$ cat src/rtl/memory_pipe_arbiter_n.sv
// N-channel memory pipe arbiter: arbitrates core-side channel commands onto a
// single memory command port, records each issued command (channel, rw) in an
// in-order tag FIFO, and routes returning read data / store acks back to the
// channel that issued the matching command.
module memory_pipe_arbiter_n #(
    parameter int unsigned P_CH    = 2,
    parameter int unsigned P_DEPTH = 4,
    parameter int unsigned P_MODE  = 0
) (
    input  logic                         iCLOCK,
    input  logic                         iRESET_SYNC,
    input  logic [P_CH-1:0]              iCH_REQ,
    output logic [P_CH-1:0]              oCH_LOCK,
    input  logic [2*P_CH-1:0]            iCH_ORDER,
    input  logic [P_CH-1:0]              iCH_RW,
    input  logic [32*P_CH-1:0]           iCH_ADDR,
    input  logic [32*P_CH-1:0]           iCH_DATA,
    output logic [P_CH-1:0]              oCH_VALID,
    input  logic [P_CH-1:0]              iCH_BUSY,
    output logic [64*P_CH-1:0]           oCH_DATA,
    output logic                         oMEMORY_REQ,
    input  logic                         iMEMORY_LOCK,
    output logic [1:0]                   oMEMORY_ORDER,
    output logic                         oMEMORY_RW,
    output logic [31:0]                  oMEMORY_ADDR,
    output logic [31:0]                  oMEMORY_DATA,
    input  logic                         iMEMORY_VALID,
    input  logic                         iMEMORY_STORE_ACK,
    output logic                         oMEMORY_BUSY,
    input  logic [63:0]                  iMEMORY_DATA,
    output logic [$clog2(P_DEPTH+1)-1:0] oOUTSTANDING,
    output logic                         oERROR
);

    localparam int unsigned CH_W  = (P_CH > 1) ? $clog2(P_CH) : 1;
    localparam int unsigned DP_W  = (P_DEPTH > 1) ? $clog2(P_DEPTH) : 1;
    localparam int unsigned CNT_W = $clog2(P_DEPTH+1);

    // Per-channel views of the flattened input buses
    logic [1:0]  ch_order [P_CH];
    logic [31:0] ch_addr  [P_CH];
    logic [31:0] ch_data  [P_CH];

    // Arbitration
    logic [CH_W-1:0] ptr_q, ptr_d;
    logic [CH_W-1:0] grant;
    logic [CH_W-1:0] rr_idx;
    logic            grant_valid;
    logic            cmd_free;
    logic            can_accept;
    logic            push;

    // Command register
    logic        cmd_v_q, cmd_v_d;
    logic [1:0]  cmd_order_q, cmd_order_d;
    logic        cmd_rw_q, cmd_rw_d;
    logic [31:0] cmd_addr_q, cmd_addr_d;
    logic [31:0] cmd_data_q, cmd_data_d;

    // Tag FIFO
    logic [CH_W-1:0]  tag_ch_q [P_DEPTH];
    logic             tag_rw_q [P_DEPTH];
    logic [DP_W-1:0]  wr_ptr_q, wr_ptr_d;
    logic [DP_W-1:0]  rd_ptr_q, rd_ptr_d;
    logic [CNT_W-1:0] count_q, count_d;
    logic             pop;

    // Response register
    logic            resp_v_q, resp_v_d;
    logic [CH_W-1:0] resp_dest_q, resp_dest_d;
    logic [63:0]     resp_data_q, resp_data_d;
    logic            mem_busy;
    logic            rsp_take;
    logic            err_q, err_d;

    // Unpack flattened channel buses
    always_comb begin
        for (int unsigned i = 0; i < P_CH; i++) begin
            ch_order[i] = iCH_ORDER[2*i +: 2];
            ch_addr[i]  = iCH_ADDR[32*i +: 32];
            ch_data[i]  = iCH_DATA[32*i +: 32];
        end
    end

    // Grant selection: round-robin from ptr+1, or fixed lowest-index priority
    always_comb begin
        grant_valid = 1'b0;
        grant       = '0;
        rr_idx      = '0;
        if (P_MODE == 1) begin
            for (int unsigned k = 0; k < P_CH; k++) begin
                if (!grant_valid && iCH_REQ[CH_W'(k)]) begin
                    grant_valid = 1'b1;
                    grant       = CH_W'(k);
                end
            end
        end else begin
            for (int unsigned k = 1; k <= P_CH; k++) begin
                rr_idx = CH_W'((32'(ptr_q) + k) % P_CH);
                if (!grant_valid && iCH_REQ[rr_idx]) begin
                    grant_valid = 1'b1;
                    grant       = rr_idx;
                end
            end
        end
    end

    assign cmd_free   = !cmd_v_q || !iMEMORY_LOCK;
    assign can_accept = cmd_free && (count_q < CNT_W'(P_DEPTH));
    assign push       = grant_valid && can_accept && !iRESET_SYNC;

    // Per-channel lock; forced high while reset is held
    always_comb begin
        for (int unsigned i = 0; i < P_CH; i++) begin
            oCH_LOCK[i] = iRESET_SYNC || !can_accept || (grant_valid && (grant != CH_W'(i)));
        end
    end

    // Command register and round-robin pointer next state
    always_comb begin
        cmd_v_d     = cmd_v_q;
        cmd_order_d = cmd_order_q;
        cmd_rw_d    = cmd_rw_q;
        cmd_addr_d  = cmd_addr_q;
        cmd_data_d  = cmd_data_q;
        ptr_d       = ptr_q;
        if (push) begin
            cmd_v_d     = 1'b1;
            cmd_order_d = ch_order[grant];
            cmd_rw_d    = iCH_RW[grant];
            cmd_addr_d  = ch_addr[grant];
            cmd_data_d  = ch_data[grant];
            if (P_MODE == 0) begin
                ptr_d = grant;
            end
        end else if (cmd_v_q && !iMEMORY_LOCK) begin
            cmd_v_d = 1'b0;
        end
    end

    assign mem_busy = resp_v_q && iCH_BUSY[resp_dest_q];
    assign rsp_take = (iMEMORY_VALID || iMEMORY_STORE_ACK) && !mem_busy;
    assign pop      = rsp_take && (count_q != '0);

    // FIFO pointers, occupancy, response register and sticky error next state
    always_comb begin
        wr_ptr_d    = push ? wr_ptr_q + 1'b1 : wr_ptr_q;
        rd_ptr_d    = pop  ? rd_ptr_q + 1'b1 : rd_ptr_q;
        count_d     = count_q;
        resp_v_d    = resp_v_q;
        resp_dest_d = resp_dest_q;
        resp_data_d = resp_data_q;
        err_d       = err_q;
        case ({push, pop})
            2'b10:   count_d = count_q + 1'b1;
            2'b01:   count_d = count_q - 1'b1;
            default: count_d = count_q;
        endcase
        if (pop) begin
            resp_v_d    = 1'b1;
            resp_dest_d = tag_ch_q[rd_ptr_q];
            resp_data_d = iMEMORY_VALID ? iMEMORY_DATA : '0;
        end else if (resp_v_q && !iCH_BUSY[resp_dest_q]) begin
            resp_v_d = 1'b0;
        end
        if ((rsp_take && (count_q == '0)) ||
            (iMEMORY_VALID && iMEMORY_STORE_ACK) ||
            (pop && (tag_rw_q[rd_ptr_q] ? !iMEMORY_STORE_ACK : iMEMORY_STORE_ACK))) begin
            err_d = 1'b1;
        end
    end

    // Control state with synchronous reset
    always_ff @(posedge iCLOCK) begin
        if (iRESET_SYNC) begin
            ptr_q       <= CH_W'(P_CH - 1);
            cmd_v_q     <= 1'b0;
            cmd_order_q <= '0;
            cmd_rw_q    <= 1'b0;
            cmd_addr_q  <= '0;
            cmd_data_q  <= '0;
            wr_ptr_q    <= '0;
            rd_ptr_q    <= '0;
            count_q     <= '0;
            resp_v_q    <= 1'b0;
            resp_dest_q <= '0;
            resp_data_q <= '0;
            err_q       <= 1'b0;
        end else begin
            ptr_q       <= ptr_d;
            cmd_v_q     <= cmd_v_d;
            cmd_order_q <= cmd_order_d;
            cmd_rw_q    <= cmd_rw_d;
            cmd_addr_q  <= cmd_addr_d;
            cmd_data_q  <= cmd_data_d;
            wr_ptr_q    <= wr_ptr_d;
            rd_ptr_q    <= rd_ptr_d;
            count_q     <= count_d;
            resp_v_q    <= resp_v_d;
            resp_dest_q <= resp_dest_d;
            resp_data_q <= resp_data_d;
            err_q       <= err_d;
        end
    end

    // Tag storage; contents are only meaningful below the occupancy count
    always_ff @(posedge iCLOCK) begin
        if (push) begin
            tag_ch_q[wr_ptr_q] <= grant;
            tag_rw_q[wr_ptr_q] <= iCH_RW[grant];
        end
    end

    // Response fan-out: every channel sees the same data, valid only at dest
    always_comb begin
        for (int unsigned i = 0; i < P_CH; i++) begin
            oCH_VALID[i]         = resp_v_q && (resp_dest_q == CH_W'(i));
            oCH_DATA[64*i +: 64] = resp_data_q;
        end
    end

    assign oMEMORY_REQ   = cmd_v_q;
    assign oMEMORY_ORDER = cmd_order_q;
    assign oMEMORY_RW    = cmd_rw_q;
    assign oMEMORY_ADDR  = cmd_addr_q;
    assign oMEMORY_DATA  = cmd_data_q;
    assign oMEMORY_BUSY  = mem_busy;
    assign oOUTSTANDING  = count_q;
    assign oERROR        = err_q;

endmodule

$ cat config.mk
export PLATFORM = sky130hd
export DESIGN_NAME = memory_pipe_arbiter_n
export DESIGN_NICKNAME = d
export VERILOG_FILES = /design/src/rtl/memory_pipe_arbiter_n.sv
export SDC_FILE = /design/constraint.sdc
export NUM_CORES = 1
export LEC_CHECK = 0
export CELL_PAD_IN_SITES_DETAIL_PLACEMENT = 1
export CELL_PAD_IN_SITES_GLOBAL_PLACEMENT = 2
export CORE_MARGIN = 4
export CORE_UTILIZATION = 22
export DETAILED_ROUTE_END_ITERATION = 6
export PLACE_DENSITY_LB_ADDON = 0.1
export SETUP_SLACK_MARGIN = 0.05
export SYNTH_ARGS = -nofsm -noshare
export SYNTH_HDL_FRONTEND = slang
export SYNTH_SLANG_ARGS = --single-unit
$ cat constraint.sdc
create_clock -name iCLOCK -period 3.75 [get_ports iCLOCK]
set_input_delay 0.9375 -clock iCLOCK [delete_from_list [all_inputs] [get_ports iCLOCK]]
set_output_delay 0.9375 -clock iCLOCK [all_outputs]
set_load 0.005 [all_outputs]
==> results by stage, run 1 <==
Yosys:
- Yosys mapped a number of flops with a built-in enable equal to 8.
- Synthesis produced a netlist whose cell count is 812.
- Yosys instantiated no cell more often than sky130_fd_sc_hd__dfxtp_1.
- Counting every net in the synthesized netlist gives a little over 1,000.
- In the synthesized netlist the dominant register cell turns out to be sky130_fd_sc_hd__dfxtp_1.
- The distinct cell type count of the synthesized netlist is 35.
- In the synthesized netlist, the cells that appear most often are 145 x sky130_fd_sc_hd__dfxtp_1, 131 x sky130_fd_sc_hd__mux2i_1, 127 x sky130_fd_sc_hd__o21ai_0, 71 x sky130_fd_sc_hd__nor2b_1.
- The cell type with the highest aggregate area in the netlist is sky130_fd_sc_hd__dfxtp_1.
- After synthesis, the cell types taking the most area are sky130_fd_sc_hd__dfxtp_1 38%, sky130_fd_sc_hd__mux2i_1 17%, sky130_fd_sc_hd__o21ai_0 8.3%.
- The cell area that synthesis handed to floorplanning was 7681 sq um.
- For this run, asynchronously set or reset flops after synthesis account for 0.
- The number of synthesized register bits is around 150.
- The number of warnings issued by yosys is 0.
- After synthesis, the mean cell area works out to roughly 9.5 sq um.
- The share of Yosys cell area claimed by the top area cell type is 0.3779.
- The sequential element share of the synthesized area is 0.4092.

Worst hold path:
- The tightest min-delay check is of the register to register type.

GRT:
- For this run, global-route usage on met3 was measured as 0.05720.
- After global routing the overflow that remains totals 0.
- In this run the most used layer during global routing was met2.
- The maximum number of pins on one net before global-route repair is 125.
- The routing usage on met1 is 0.1794.
- The global-route wire length before repair is 42,640 um.
- The overall routing resource usage is 0.1433.
- For met2 alone, demand over resource in global routing was 0.2298.
- The via count of the first global-routing pass came to 6,872.
- The number of antenna violations at the first check in global routing is 4.

Setup path:
- The critical path data required time is 2.81 ns.
- The maximum fanout along the worst path is 3.
- The classification of the worst setup path is input port to primary output.
- The sort of element at the start of the critical path is an input port.
- The worst setup path is captured at a primary output.
- The data arrival time at the worst-slack endpoint is approximately 2.5 ns.

Flow run:
- The total of max-cap violations is 0.

Clock network:
- The clock sink total is 153.
- TritonCTS built the clock tree.
- After clock tree synthesis, the repair step resized 0 gates.
- Buffers inserted during clock tree synthesis total 17.
- The number of setup buffers added after CTS is 0.
- The number of buffers added to fix hold violations after cts is 0.
- The later pin in the worst-skew pair is clocked with a latency of 0.43 ns.
- The cell sitting at the root of the clock tree is a sky130_fd_sc_hd__clkbuf_16.
- The maximum buffer depth of the clock tree is 2.
- After clock tree synthesis, the clock-pin slew on the worst setup and hold paths is 0.06 ns.
- The number of levels in the clock H-tree is 4.

Place:
- The post-DP HPWL is 20,570 um.
- Counting tap cells, the placed design contains a total of 1,560 instances.
- The count of buffers added on input and output ports is 411.
- The global placement routability congestion is 0.7199.

Routing:
- The detailed router finished its first iteration with 197 violations.
- The average wire length per cell after detail routing is 17.90 um.
- Using the TritonRoute via totals, the vias-per-cell ratio works out to 4.249.
- The number of detailed-routing iterations run before antenna repair is 4.
- Summed over all layers, the routed wires come to 28,490 um.
- The detail route stage leaves a number of antenna-violating nets equal to 0.
- The final routed DRC violation total is 0.
- The total number of vias is a little under 7,000.

STA:
- At the pin with the least slew margin, the transition time is 0.9993 ns.
- The final worst clock skew is 0.01698 ns.
- After routing, the total negative slack on setup checks comes to 0 ns.
- Measured against its own limit, the worst slew margin works out to 0.3338.
- Setup violations remaining at the end of the flow were counted as 0.
- The worst hold margin is 0.4917 ns.
- The time the final worst path needs with I/O delays and setup is around 3.4 ns.
- The number of pins exceeding their max-slew limit in the final report is 0.
- The final-report hold violation count came to 0.
- Setup repair after global routing left no endpoint under its margin.
- Static timing analysis puts the maximum clock frequency at 295.1 MHz.
- The fraction of the cycle the final worst path needs is 0.9037.

Finish:
- The post-layout instance count excluding filler cells is 1,592.
- The final standard cell utilization of the core is 0.3561.
- The total number of nets in the final design is approximately 1,300.
- The share of post-route cells with drive strength above 1 is 0.04842.
- The growth of design area from synthesis to finish is 59.73%.

Die:
- The count of pins on the block boundary is between 400 and 500.
- From left edge to right edge, the die measures 194.9 um.
- The area of the die is 37,970 sq um.
- The number of placement rows is 68.
- The initial utilization of the core area, before any placement, comes to 0.2229.
- The die is 194.9 um tall.
- The area of the core region is 34,460 sq um.

Power and ir drop:
- The peak ir drop on the vdd network is 0.4286 mV.
- The total power divided by cell area is 547.5 nW/um^2.
- The analysis attributes to cell leakage a power of 4.384 nW.

Outcome:
- The flow ran to the end, and the final reports show no timing, DRC or antenna violations.
-- area by class of cell --
class / instances / area (sq um)
inverters: 9 / 35.03
flip-flops and latches: 153 / 3143
clock inverters: 11 / 171.4
repair buffers: 421 / 4194
clock buffers: 20 / 436.7
multi-input cells: 522 / 3717
fillers: 3897 / 22190
diodes: 1 / 2.502
well taps: 455 / 569.3
-- per-stage QoR --
step,instance area [sq um],power [mW],setup slack (ns)
after floorplan,7681,3.679,0.6802
after global placement,11660,4.963,0.3818
after detailed placement,11660,4.982,0.3420
after CTS,12270,6.882,0.3858
after global routing,12270,7.151,0.2878
final,12270,6.717,0.3612
-- kinds of logic after synthesis --
kind of cell	share of synthesized area
simple gates	0.1810
buf+inv	0.1095
flops	0.4092
xor+xnor	0.002281
mux	0.1873
fa+ha+maj	0.01075
compound gates	0.1000
-- layout by cell type, fill, tap and decap left out, types with 9 or more instances in the layout --
master and instances:
sky130_fd_sc_hd__o21ai_1 11, sky130_fd_sc_hd__o21ai_0 127, sky130_fd_sc_hd__nor2_1 9, sky130_fd_sc_hd__nand2_1 21, sky130_fd_sc_hd__mux2i_1 131, sky130_fd_sc_hd__buf_4 10
sky130_fd_sc_hd__dfxtp_1 145, sky130_fd_sc_hd__clkdlybuf4s50_1 409, sky130_fd_sc_hd__nor2b_1 71, sky130_fd_sc_hd__nand2b_1 67, sky130_fd_sc_hd__nand3b_1 46, sky130_fd_sc_hd__clkbuf_16 17
-- flip-flops by register name, indices dropped and copies added, names as in the netlist, named ones only --
| name | count |
|---|---|
| oMEMORY_DATA | 32 |
| resp_data_q | 64 |
| oERROR | 1 |
| oOUTSTANDING | 3 |
| resp_dest_q | 1 |
| rd_ptr_q | 2 |
| oMEMORY_ADDR | 32 |
| tag_ch_q | 4 |
| resp_v_q | 1 |
| oMEMORY_RW | 1 |
| oMEMORY_ORDER | 2 |
| tag_rw_q | 4 |
| wr_ptr_q | 2 |
| ptr_q | 1 |
| oMEMORY_REQ | 1 |
-- where the power goes --
| part | leakage [nW] | switching (mW) | internal, mW |
|---|---|---|---|
| registers | 1.26 | 0.257 | 2.03 |
| logic | 2.83 | 1.08 | 1.52 |
| clock network | 0.290 | 0.723 | 1.11 |
| total | 4.38 | 2.06 | 4.66 |
-- worst paths after layout --
kind                                              startpoint                            to  slack (ns)  cells past startpoint
worst max-delay path                            iMEMORY_LOCK                   oCH_LOCK[1]        0.36                      4
worst min-delay path            resp_data_q[12]$_SDFFE_PP0P_  resp_data_q[12]$_SDFFE_PP0P_        0.49                      2
worst max register to register      resp_dest_q$_SDFFE_PP0P_  oOUTSTANDING[2]$_SDFFE_PP0P_        1.22                      9
worst min register to register  resp_data_q[12]$_SDFFE_PP0P_  resp_data_q[12]$_SDFFE_PP0P_        0.49                      2
-- worst max-delay path: stages --
cell	delay, ns
sky130_fd_sc_hd__clkdlybuf4s50_1	0.44
sky130_fd_sc_hd__a211oi_1	0.43
sky130_fd_sc_hd__o21ai_0	0.17
sky130_fd_sc_hd__clkdlybuf4s50_1	0.48
-- per-layer routing --
metal | vias up | routed length, um
li1 | 3316 | -
met1 | 3167 | 12260
met2 | 246 | 13250
met3 | 29 | 2442
met4 | 6 | 493
met5 | - | 47
Note: power is estimated with default switching activity, not from simulation.
==> run 2: changes to the inputs <==
Settings changed: REMOVE_ABC_BUFFERS from default to 1.
==> run 2 against run 1 <==
  * Sequential power barely moved
  * Non-clock buffer count fell by 1
  * Fmax rose by 1.9%
  * Largest cell class unchanged
  * Largest power group unchanged
==> results by stage, run 2 (same netlist as run 1, synthesis figures left out) <==
Routing:
- The first routing iteration left 197 violations.
- Wires add up to 29,830 um.
- The count of nets left with antenna violations once routing finished came out at 0.
- In the routed layout, each cell is associated on average with a via count of 4.267.
- For this run, the detailed router's first-pass iteration total came to 4.
- For this run, design rule violations remaining after detail routing come to 0.
- The total number of vias is 6,801.
- In the final routed layout, each cell accounts on average for between 15 and 20 um.

GRT:
- The routing layer with the top usage in global route is met2.
- The overall routing resource usage is 0.1507.
- The routing usage on met1 is 0.1918.
- The first global-routing pass estimated ~45,000 um of wire.
- The global-route met3 utilization is 0.07159.
- The via count of the first global-routing pass is approximately 7,000.
- The number of antenna violations at the first check in global routing is 7.
- The maximum number of pins on one net before global-route repair is between 150 and 200.
- The met2 demand-to-capacity share in global routing is 0.2337.
- The global-route congestion overflow total is 0.

Setup path:
- The worst setup path is launched from an input port.
- Broken down by cell family, the worst path's largest delay share belongs to buffers and inverters.
- For the worst setup path, the data arrival time is 2.39 ns.
- The kind of capture point of the worst setup path is a primary output.
- The worst setup path is of the input port to primary output kind.
- The minimum setup slack among reg-to-reg paths is between 1 and 1.5 ns.
- The slowest stage of the critical path belongs to the cell sky130_fd_sc_hd__clkdlybuf4s50_1.
- The longest individual stage delay on the worst path is 0.47 ns.
- The buffer and inverter count on the worst path is 2.
- Data on the critical path is required at its endpoint by 2.81 ns.
- The maximum fanout along the worst path is 3.
- Walking the worst path, the cells encountered are clkdlybuf4s50_1, a211oi_1, o21ai_0, clkdlybuf4s50_1.
- The most used cell along the critical path is sky130_fd_sc_hd__clkdlybuf4s50_1.

Finish:
- The commonest non-fill, non-tap cell in the layout is sky130_fd_sc_hd__clkdlybuf4s50_1.
- At the end of the flow, the number of nets in the layout was about 1,300.
- The post-layout instance count excluding filler cells is roughly 1,600.
- The top register by number of flip-flops is resp_data_q.
- The share of post-route cells with drive strength above 1 is 0.05018.
- The growth of design area from synthesis to finish is 59.55%.
- Leaving out fill and tap cells, the most frequent cells in the layout are 409 x sky130_fd_sc_hd__clkdlybuf4s50_1, 145 x sky130_fd_sc_hd__dfxtp_1, 131 x sky130_fd_sc_hd__mux2i_1.
- The flip-flop count of the largest register after layout is 64.
- The cell area after layout is 12,260 sq um.

Power and ir drop:
- In this run the static leakage power is ~4.4 nW.
- The fraction of power consumed by the clock network is 0.262.
- The total power divided by cell area is 539.8 nW/um^2.
- The switching power is 2.065 mW.
- The internal portion of total power is 4.551 mW.
- The share of total power dissipated in sequential elements is 0.347.
- The fraction of power consumed by combinational cells is 0.391.
- Across the VDD grid, the largest voltage drop is a little under 0.4 mV.
- Of the total power, the share spent switching nets is 0.3121.

Place:
- The number of placed cells counting well taps is 1,559.
- Buffers placed on the I/O ports in this run total 411.
- After legalization and detailed placement, the total HPWL measured 21,190 um.
- The post-place instance area is 11,660 sq um.
- The global placement routability congestion is 0.7253.

STA:
- In the final timing run, aggregate negative setup slack is 0 ns.
- The headroom to the max-slew limit is 0.4447.
- Derived from the worst setup path, the maximum achievable clock frequency is around 300 MHz.
- The final worst clock skew is 0.01001 ns.
- The worst-margin pin slew is 0.8329 ns.
- The time the final worst path needs with I/O delays and setup is 3.326 ns.
- Setup repair after global routing left no endpoint under its margin.
- Hold is met by 0.4899 ns.
- The number of pins exceeding their max-slew limit in the final report is 0.
- The count of final setup violators is 0.
- The fraction of the cycle the final worst path needs is 0.8870.
- The final-report hold violation count was 0.

Die:
- In this run the standard cell core region covers 34,460 sq um.
- Measured along the x axis, the die boundary spans 194.9 um.
- The die height is 194.9 um.
- The area of the die is 37,970 sq um.
- The initial standard-cell utilization of the core is 0.2229.
- The count of pins on the block boundary is 412.
- In this run the core area contains 68 standard-cell rows.

Clock network:
- The number of setup buffers added after CTS is 0.
- No sink is reached through more buffers than the 2 on the longest clock path.
- Counting the buffers created by CTS gives 17.
- At the later pin of the worst-skew pair, clock insertion delay measures around 0.43 ns.
- The number of buffers added to fix hold violations after cts is 0.
- The number of gates resized after cts is 0.
- After clock tree synthesis, the clock-pin slew on the worst setup and hold paths is 0.07 ns.
- The cell sitting at the root of the clock tree is a sky130_fd_sc_hd__clkbuf_16.
- The tree built by TritonCTS fans out to approximately 150 sinks.
- CTS built an H-tree with a depth of 4.
- The clock tree from TritonCTS is done.

Outcome:
- The flow ran to the end, and the final reports show no timing, DRC or antenna violations.

Worst hold path:
- The worst hold path class is register to register.

Flow run:
- The total of max-cap violations is 0.
## run 2: metal layers
layer  up-vias  routed length (um)
li1       3323                   -
met3        27                3118
met4         8                 335
met1      3164               13100
met2       279               13220
met5         -                  55
## run 2: worst reg2reg max path, cell delays in order (launching register included)
cell and delay [ns]:
sky130_fd_sc_hd__dfxtp_1 0.45, sky130_fd_sc_hd__mux2_4 0.36, sky130_fd_sc_hd__a211o_1 0.36, sky130_fd_sc_hd__clkinv_2 0.09, sky130_fd_sc_hd__ha_1 0.17, sky130_fd_sc_hd__inv_1 0.06, sky130_fd_sc_hd__fa_1 0.37, sky130_fd_sc_hd__xor2_1 0.16
sky130_fd_sc_hd__or3_1 0.31, sky130_fd_sc_hd__a21oi_1 0.13
## run 2: cell type report
class	count	area, sq um
Timing Repair Buffer	420	4199
Tap cell	455	569.3
Clock inverter	11	91.34
Antenna cell	3	7.507
Fill cell	3884	22200
Multi-Input combinational cell	522	3717
Clock buffer	21	493.0
Sequential cell	153	3143
Inverter	9	35.03
## run 2: final timing paths
check,cells past startpoint,end,start
worst max-delay path,4,oCH_LOCK[1],iMEMORY_LOCK
worst max register to register,9,oOUTSTANDING[2]$_SDFFE_PP0P_,resp_dest_q$_SDFFE_PP0P_
worst min register to register,2,resp_data_q[48]$_SDFFE_PP0P_,resp_data_q[48]$_SDFFE_PP0P_
worst min-delay path,2,resp_data_q[48]$_SDFFE_PP0P_,resp_data_q[48]$_SDFFE_PP0P_
## run 2: stage by stage
stage | util | power [mW] | worst slack, ns
finish | 0.3557 | 6.615 | 0.4239
global route | 0.3556 | 7.038 | 0.2765
CTS | 0.3554 | 6.782 | 0.3905
detailed placement | 0.3385 | 4.980 | 0.3242
global placement | 0.3385 | 4.969 | 0.3274
floorplan | - | 3.432 | -6.300
## run 2: power groups by stage
stage	logic [mW]	clock network (mW)	registers [mW]
global route	2.80	1.87	2.36
finish	2.58	1.74	2.29
CTS	2.65	1.82	2.31
detailed placement	2.64	0	2.34
global placement	2.64	0	2.33
floorplan	1.11	0	2.32
==> run 3: changes to the inputs <==
Settings changed: ABC_AREA from default to 0.
==> results of run 3 <==
Final layout, timing and power as in run 2 (identical DEF).
